### src/rtl/div_sequencer.sv
// rtl/div_sequencer.sv - multi-cycle DIV/DIVU sequencer for the shared HI/LO unit
//
// Radix-2 restoring divider that retires one quotient bit per cycle. It holds
// IF..EX stalled while it works and then issues a single HI/LO write strobe.
//
// Build option: define DIV_EARLY_OUT_EN to skip the iterations when |a| < |b|
// (the quotient is then zero and the remainder is the dividend).
//
// Ports:
//   clk, rst     pipeline clock, synchronous active-high reset
//   start        divide valid in EX, held high while the pipeline is stalled
//   signed_div   1 = DIV, 0 = DIVU (sampled with start)
//   annul        EX flush; cancels any operation in flight
//   ext_stall    pipeline frozen by another source; delays the HI/LO write
//   src_a, src_b dividend (rs) and divisor (rt)
//   stall        freeze request for IF..EX
//   hilo_we      one-cycle HI/LO write strobe; hi/lo take the new result on this edge
//   hi, lo       remainder and quotient, held between operations
//   busy         sequencer not idle

module div_sequencer #(
  parameter int WIDTH = 32,
  parameter int CNT_W = 6
) (
  input  logic             clk,
  input  logic             rst,
  input  logic             start,
  input  logic             signed_div,
  input  logic             annul,
  input  logic             ext_stall,
  input  logic [WIDTH-1:0] src_a,
  input  logic [WIDTH-1:0] src_b,
  output logic             stall,
  output logic             hilo_we,
  output logic [WIDTH-1:0] hi,
  output logic [WIDTH-1:0] lo,
  output logic             busy
);

  typedef enum logic [1:0] {IDLE, BUSY, DONE} state_t;

  state_t stateQ, stateD;

  logic [CNT_W-1:0] counter;
  logic [WIDTH-1:0] divisor;
  logic [WIDTH-1:0] dvd;      // dividend shifts out of the top, quotient bits shift in
  logic [WIDTH-1:0] rem;
  logic [WIDTH-1:0] rawA;     // unmodified dividend, returned as HI on divide by zero
  logic             qNeg;
  logic             rNeg;
  logic             divZero;

  logic             aNeg, bNeg, accept, lastIter, earlyOut, commit;
  logic [WIDTH-1:0] absA, absB, hiRes, loRes;
  logic [WIDTH:0]   remShift, trial;

  assign aNeg   = signed_div & src_a[WIDTH-1];
  assign bNeg   = signed_div & src_b[WIDTH-1];
  assign absA   = aNeg ? -src_a : src_a;
  assign absB   = bNeg ? -src_b : src_b;
  assign accept = (stateQ == IDLE) & start & !annul;

`ifdef DIV_EARLY_OUT_EN
  assign earlyOut = (absA < absB) && (src_b != '0);
`else
  assign earlyOut = 1'b0;
`endif

  // rem < divisor always holds, so the shifted remainder fits in WIDTH+1 bits
  // and a non-negative trial difference fits back into WIDTH bits.
  assign remShift = {rem, dvd[WIDTH-1]};
  assign trial    = remShift - {1'b0, divisor};
  assign lastIter = (counter == CNT_W'(WIDTH - 1));

  // Divide by zero bypasses sign correction entirely.
  assign loRes = divZero ? '1   : (qNeg ? -dvd : dvd);
  assign hiRes = divZero ? rawA : (rNeg ? -rem : rem);

  assign busy = (stateQ != IDLE);

  always_comb begin
    stateD  = stateQ;
    stall   = 1'b0;
    commit  = 1'b0;
    case (stateQ)
      IDLE: begin
        if (accept) begin
          stall  = 1'b1;
          stateD = earlyOut ? DONE : BUSY;
        end
      end
      BUSY: begin
        stall = 1'b1;
        if (annul)         stateD = IDLE;
        else if (lastIter) stateD = DONE;
      end
      DONE: begin
        // annul wins over the write; ext_stall parks here with results stable
        if (annul) begin
          stateD = IDLE;
        end else if (!ext_stall) begin
          commit = 1'b1;
          stateD = IDLE;
        end
      end
      default: stateD = IDLE;
    endcase
  end

  // Reset must also suppress a strobe that would otherwise fire this cycle.
  assign hilo_we = commit & !rst;

  always_ff @(posedge clk) begin
    if (rst) begin
      stateQ  <= IDLE;
      counter <= '0;
      hi      <= '0;
      lo      <= '0;
      divisor <= '0;
      dvd     <= '0;
      rem     <= '0;
      rawA    <= '0;
      qNeg    <= 1'b0;
      rNeg    <= 1'b0;
      divZero <= 1'b0;
    end else begin
      stateQ <= stateD;
      case (stateQ)
        IDLE: begin
          if (accept) begin
            divisor <= absB;
            rawA    <= src_a;
            qNeg    <= (src_a[WIDTH-1] ^ src_b[WIDTH-1]) & signed_div;
            rNeg    <= aNeg;
            divZero <= (src_b == '0);
            counter <= '0;
            // Early out lands in DONE with quotient 0 and remainder |a|;
            // rNeg restores the dividend's own sign.
            dvd     <= earlyOut ? '0 : absA;
            rem     <= earlyOut ? absA : '0;
          end
        end
        BUSY: begin
          counter <= counter + CNT_W'(1);
          rem     <= trial[WIDTH] ? remShift[WIDTH-1:0] : trial[WIDTH-1:0];
          dvd     <= {dvd[WIDTH-2:0], ~trial[WIDTH]};
        end
        DONE: begin
          if (commit) begin
            hi <= hiRes;
            lo <= loRes;
          end
        end
        default: ;
      endcase
    end
  end

endmodule

### config.mk
export PLATFORM = sky130hd
export DESIGN_NAME = div_sequencer
export DESIGN_NICKNAME = d
export VERILOG_FILES = /design/src/rtl/div_sequencer.sv
export SDC_FILE = /design/constraint.sdc
export NUM_CORES = 1
export LEC_CHECK = 0
export ABC_AREA = 1
export CORE_MARGIN = 10
export CORE_UTILIZATION = 54
export CTS_CLUSTER_SIZE = 20
export DETAILED_ROUTE_END_ITERATION = 8
export PLACE_DENSITY = 0.76
export SLEW_MARGIN = 10
export SYNTH_ARGS = -nofsm -noshare
export SYNTH_HDL_FRONTEND = slang
export SYNTH_SLANG_ARGS = --single-unit
### constraint.sdc
create_clock -name clk -period 3.5 [get_ports clk]
set_input_delay 1.05 -clock clk [delete_from_list [all_inputs] [get_ports clk]]
set_output_delay 1.05 -clock clk [all_outputs]
set_load 0.05 [all_outputs]
==> metrics.txt <==
status=finished, final reports clean; Setup Slack @ Placement=between 0.2 and 0.3 ns; Routed WL per cell=about 17 um; worst r2r dst=rem[1]; initial DRC count=between 1000 and 1500; Max transition margin=roughly two fifths; largest stage delay on the critical path=0.55 ns; Buffers on Ports=between 100 and 150; Die W=approximately 180 um; CTS clock-pin slew for the worst setup and hold paths=approximately 0.060 ns; Crit Path Category=input pin to output port; die area=33300 um^2; Ys Warns=0; crit path time final=3.24 ns; PnR worst setup slack=0.257 ns; first-pass GRT wire length=74.8 mm; syn_nets=~2400; min-delay worst type=flip-flop to flip-flop; Pwr Total=between 6 and 7 mW; Clock Sinks=between 200 and 250; aggregate global-route resource usage=~27%; #FFs+latches synth=a little over 200; Static Leak=between 7 and 8 nW; Slowest cell on crit path=clkdlybuf4s50_1; vias in the first global route=13800; initial antenna violation count=1; vias per inst=5.54; CP Cell Sequence=clkdlybuf4s50_1 -> inv_1 -> nand3_2 -> inv_2 -> nor2_4 -> inv_2 -> buf_4; critical path startpoint category=input pin; RR Startpoint=dvd[31]; R2R cell count=17; CP max FO=3; setup bufs post-CTS=0; Max Clock Skew=about 0.021 ns; final setup vio count=0; share of cells above drive strength 1=7.59%; reg2reg setup slack=approximately 0.53 ns; GRT overflow=0; Netlist cell types=52; ys flop type=dfxtp_1; Post-Synthesis Cells=about 2300; WL final=approximately 47 mm; CP endpoint=stall; worst vdd ir=between 400 and 500 uV; PostCTS Resize Cnt=0; die height=~180 um; Setup crit end kind=output port; Nets=2476; CTS tree=yes; Fmax=~300 MHz; Worst Path Required=2.45 ns; Placer Congestion=0.963; Avg Inst Size Synth=around 6.3 um^2; synthesis-to-layout area growth=17.1%; largest net degree at the start of global routing=120; Rows=59; Post-DP HPWL=roughly 36 mm; Vias=approximately 15000; max cap viols=0; fraction of registers with async set/reset=0%; Max Slew Vio Count=0; PD cells=between 400 and 500 nW/um^2; post-synthesis instance area=around 14000 um^2; drt drc=0; Max H-tree Level=1; CTS hold repair buffers=0; clk_lat worst skew=around 0.52 ns; setup_tns=0 ns; sequential area share after synthesis=28.6%; Starting Density=54.8%; DRT Pass-1 Iters=8; n_diodes=0; root buf cell=clkbuf_16; I/O Pins=137; Crit. Startpoint=annul; cts bufs inserted=24; Clock Path Buffers=3; fin crit share=between 90% and 100%; CP most frequent cell=inv_2; Core ar.=about 26000 um^2; crit path DAT=approximately 2.2 ns; EDFF count, synth=0; Post-DRT Antenna Nets=0; final hold viol count=0; Worst Tran Pin Value=around 0.92 ns; unrepaired setup endpoints after global routing=no
[worst min path at each step]
| stage | startpoint | end | slack, ns | cells past startpoint |
|---|---|---|---|---|
| floorplan | rawA[30] | rawA[30] | 0.43 | 2 |
| global placement | rawA[16] | rawA[16] | 0.44 | 2 |
| detailed placement | rawA[18] | rawA[18] | 0.44 | 2 |
| CTS | rawA[18] | rawA[18] | 0.46 | 2 |
| global route | rawA[18] | rawA[18] | 0.48 | 2 |
| finish | rawA[18] | rawA[18] | 0.45 | 2 |
[sequential cells by signal, indices dropped and copies added (netlist names)]
| name | cells |
|---|---|
| rawA | 32 |
| qNeg | 1 |
| rNeg | 1 |
| hi | 32 |
| divisor | 32 |
| counter | 6 |
| rem | 32 |
| dvd | 32 |
| divZero | 1 |
| stateQ | 2 |
| lo | 32 |
[critical path: cells and delay by family]
| family | cells | cell delay (ns) |
|---|---|---|
| AND/OR/NAND/NOR | 2 | 0.21 |
| buffers and inverters | 5 | 0.93 |
[metrics by stage]
| step | utilization [%] | hold slack, ns | std cells | area [um^2] |
|---|---|---|---|---|
| after floorplan | - | 0.427 | 2276 | 14200 |
| after global placement | 60.9 | 0.439 | 2677 | 15800 |
| after detailed placement | 60.9 | 0.445 | 2677 | 15800 |
| after CTS | 64.1 | 0.455 | 2721 | 16700 |
| after global routing | 64.1 | 0.482 | 2721 | 16700 |
| final | 64.1 | 0.454 | 2721 | 16700 |
[per-layer routing]
metal / vias up / global-route usage, % / part of all wire (%)
li1: 7546 / - / -
met1: 6899 / 37.9 / 46
met2: 553 / 42.5 / 44
met3: 81 / 4.29 / 7.0
met4: 2 / 7.32 / 2.5
met5: - / 0 / 0.019
[cells by family after synthesis]
family          count (synthesis)  synth area share, %
fa+ha+maj                      38                 3.39
xor+xnor                       66                 4.06
buf+inv                       444                 12.2
compound gates                444                 18.4
flops                         203                 28.6
simple gates                 1081                 33.4
[Yosys cell counts (27+ instances only)]
cell type	number	area [um^2]
a21oi_1	165	826
dfxtp_1	203	4060
xor2_1	49	429
nor3_1	27	135
nand2_1	564	2120
inv_1	334	1250
nor2_1	234	878
ha_1	37	463
clkbuf_1	62	233
o21ai_0	129	646
nand3_1	145	726
[cells in the final DEF, fill, tap and decap left out, drive strengths merged, types with 3 or more instances in the layout]
| cell type | synthesis | routed |
|---|---|---|
| clkinvlp | 0 | 4 |
| nand4 | 21 | 21 |
| nand3b | 11 | 11 |
| a41oi | 5 | 5 |
| o31ai | 7 | 7 |
| nand3 | 159 | 159 |
| o21bai | 3 | 3 |
| a31oi | 20 | 20 |
| o21ai | 139 | 139 |
| nor2 | 244 | 244 |
| nand2 | 600 | 600 |
| ha | 37 | 37 |
| clkbuf | 62 | 35 |
| inv | 351 | 352 |
| nor4 | 8 | 8 |
| xor2 | 49 | 49 |
| or2 | 4 | 4 |
| clkdlybuf4s50 | 0 | 133 |
| clkinv | 1 | 3 |
| nor3 | 31 | 31 |
| a211oi | 13 | 13 |
| xnor2 | 17 | 17 |
| o22ai | 21 | 21 |
| o211ai | 20 | 20 |
| dfxtp | 203 | 203 |
| buf | 30 | 25 |
| a21oi | 188 | 188 |
| o221ai | 21 | 21 |
[layout make-up]
type	count	area, um^2
fillers	2469	9320
clock buffers	35	723
well taps	335	419
clock inverters	9	111
flip-flops and latches	203	4060
inverters	352	1320
multi-input cells	1629	8450
repair buffers	158	1570
[where the power goes]
group	switching (mW)	leakage (nW)	internal (mW)
combinational	1.18	5.81	0.555
clock	1.00	0.399	1.59
sequential	0.0717	1.65	2.40
total	2.26	7.86	4.54
Power figures use the tool's default switching activity.
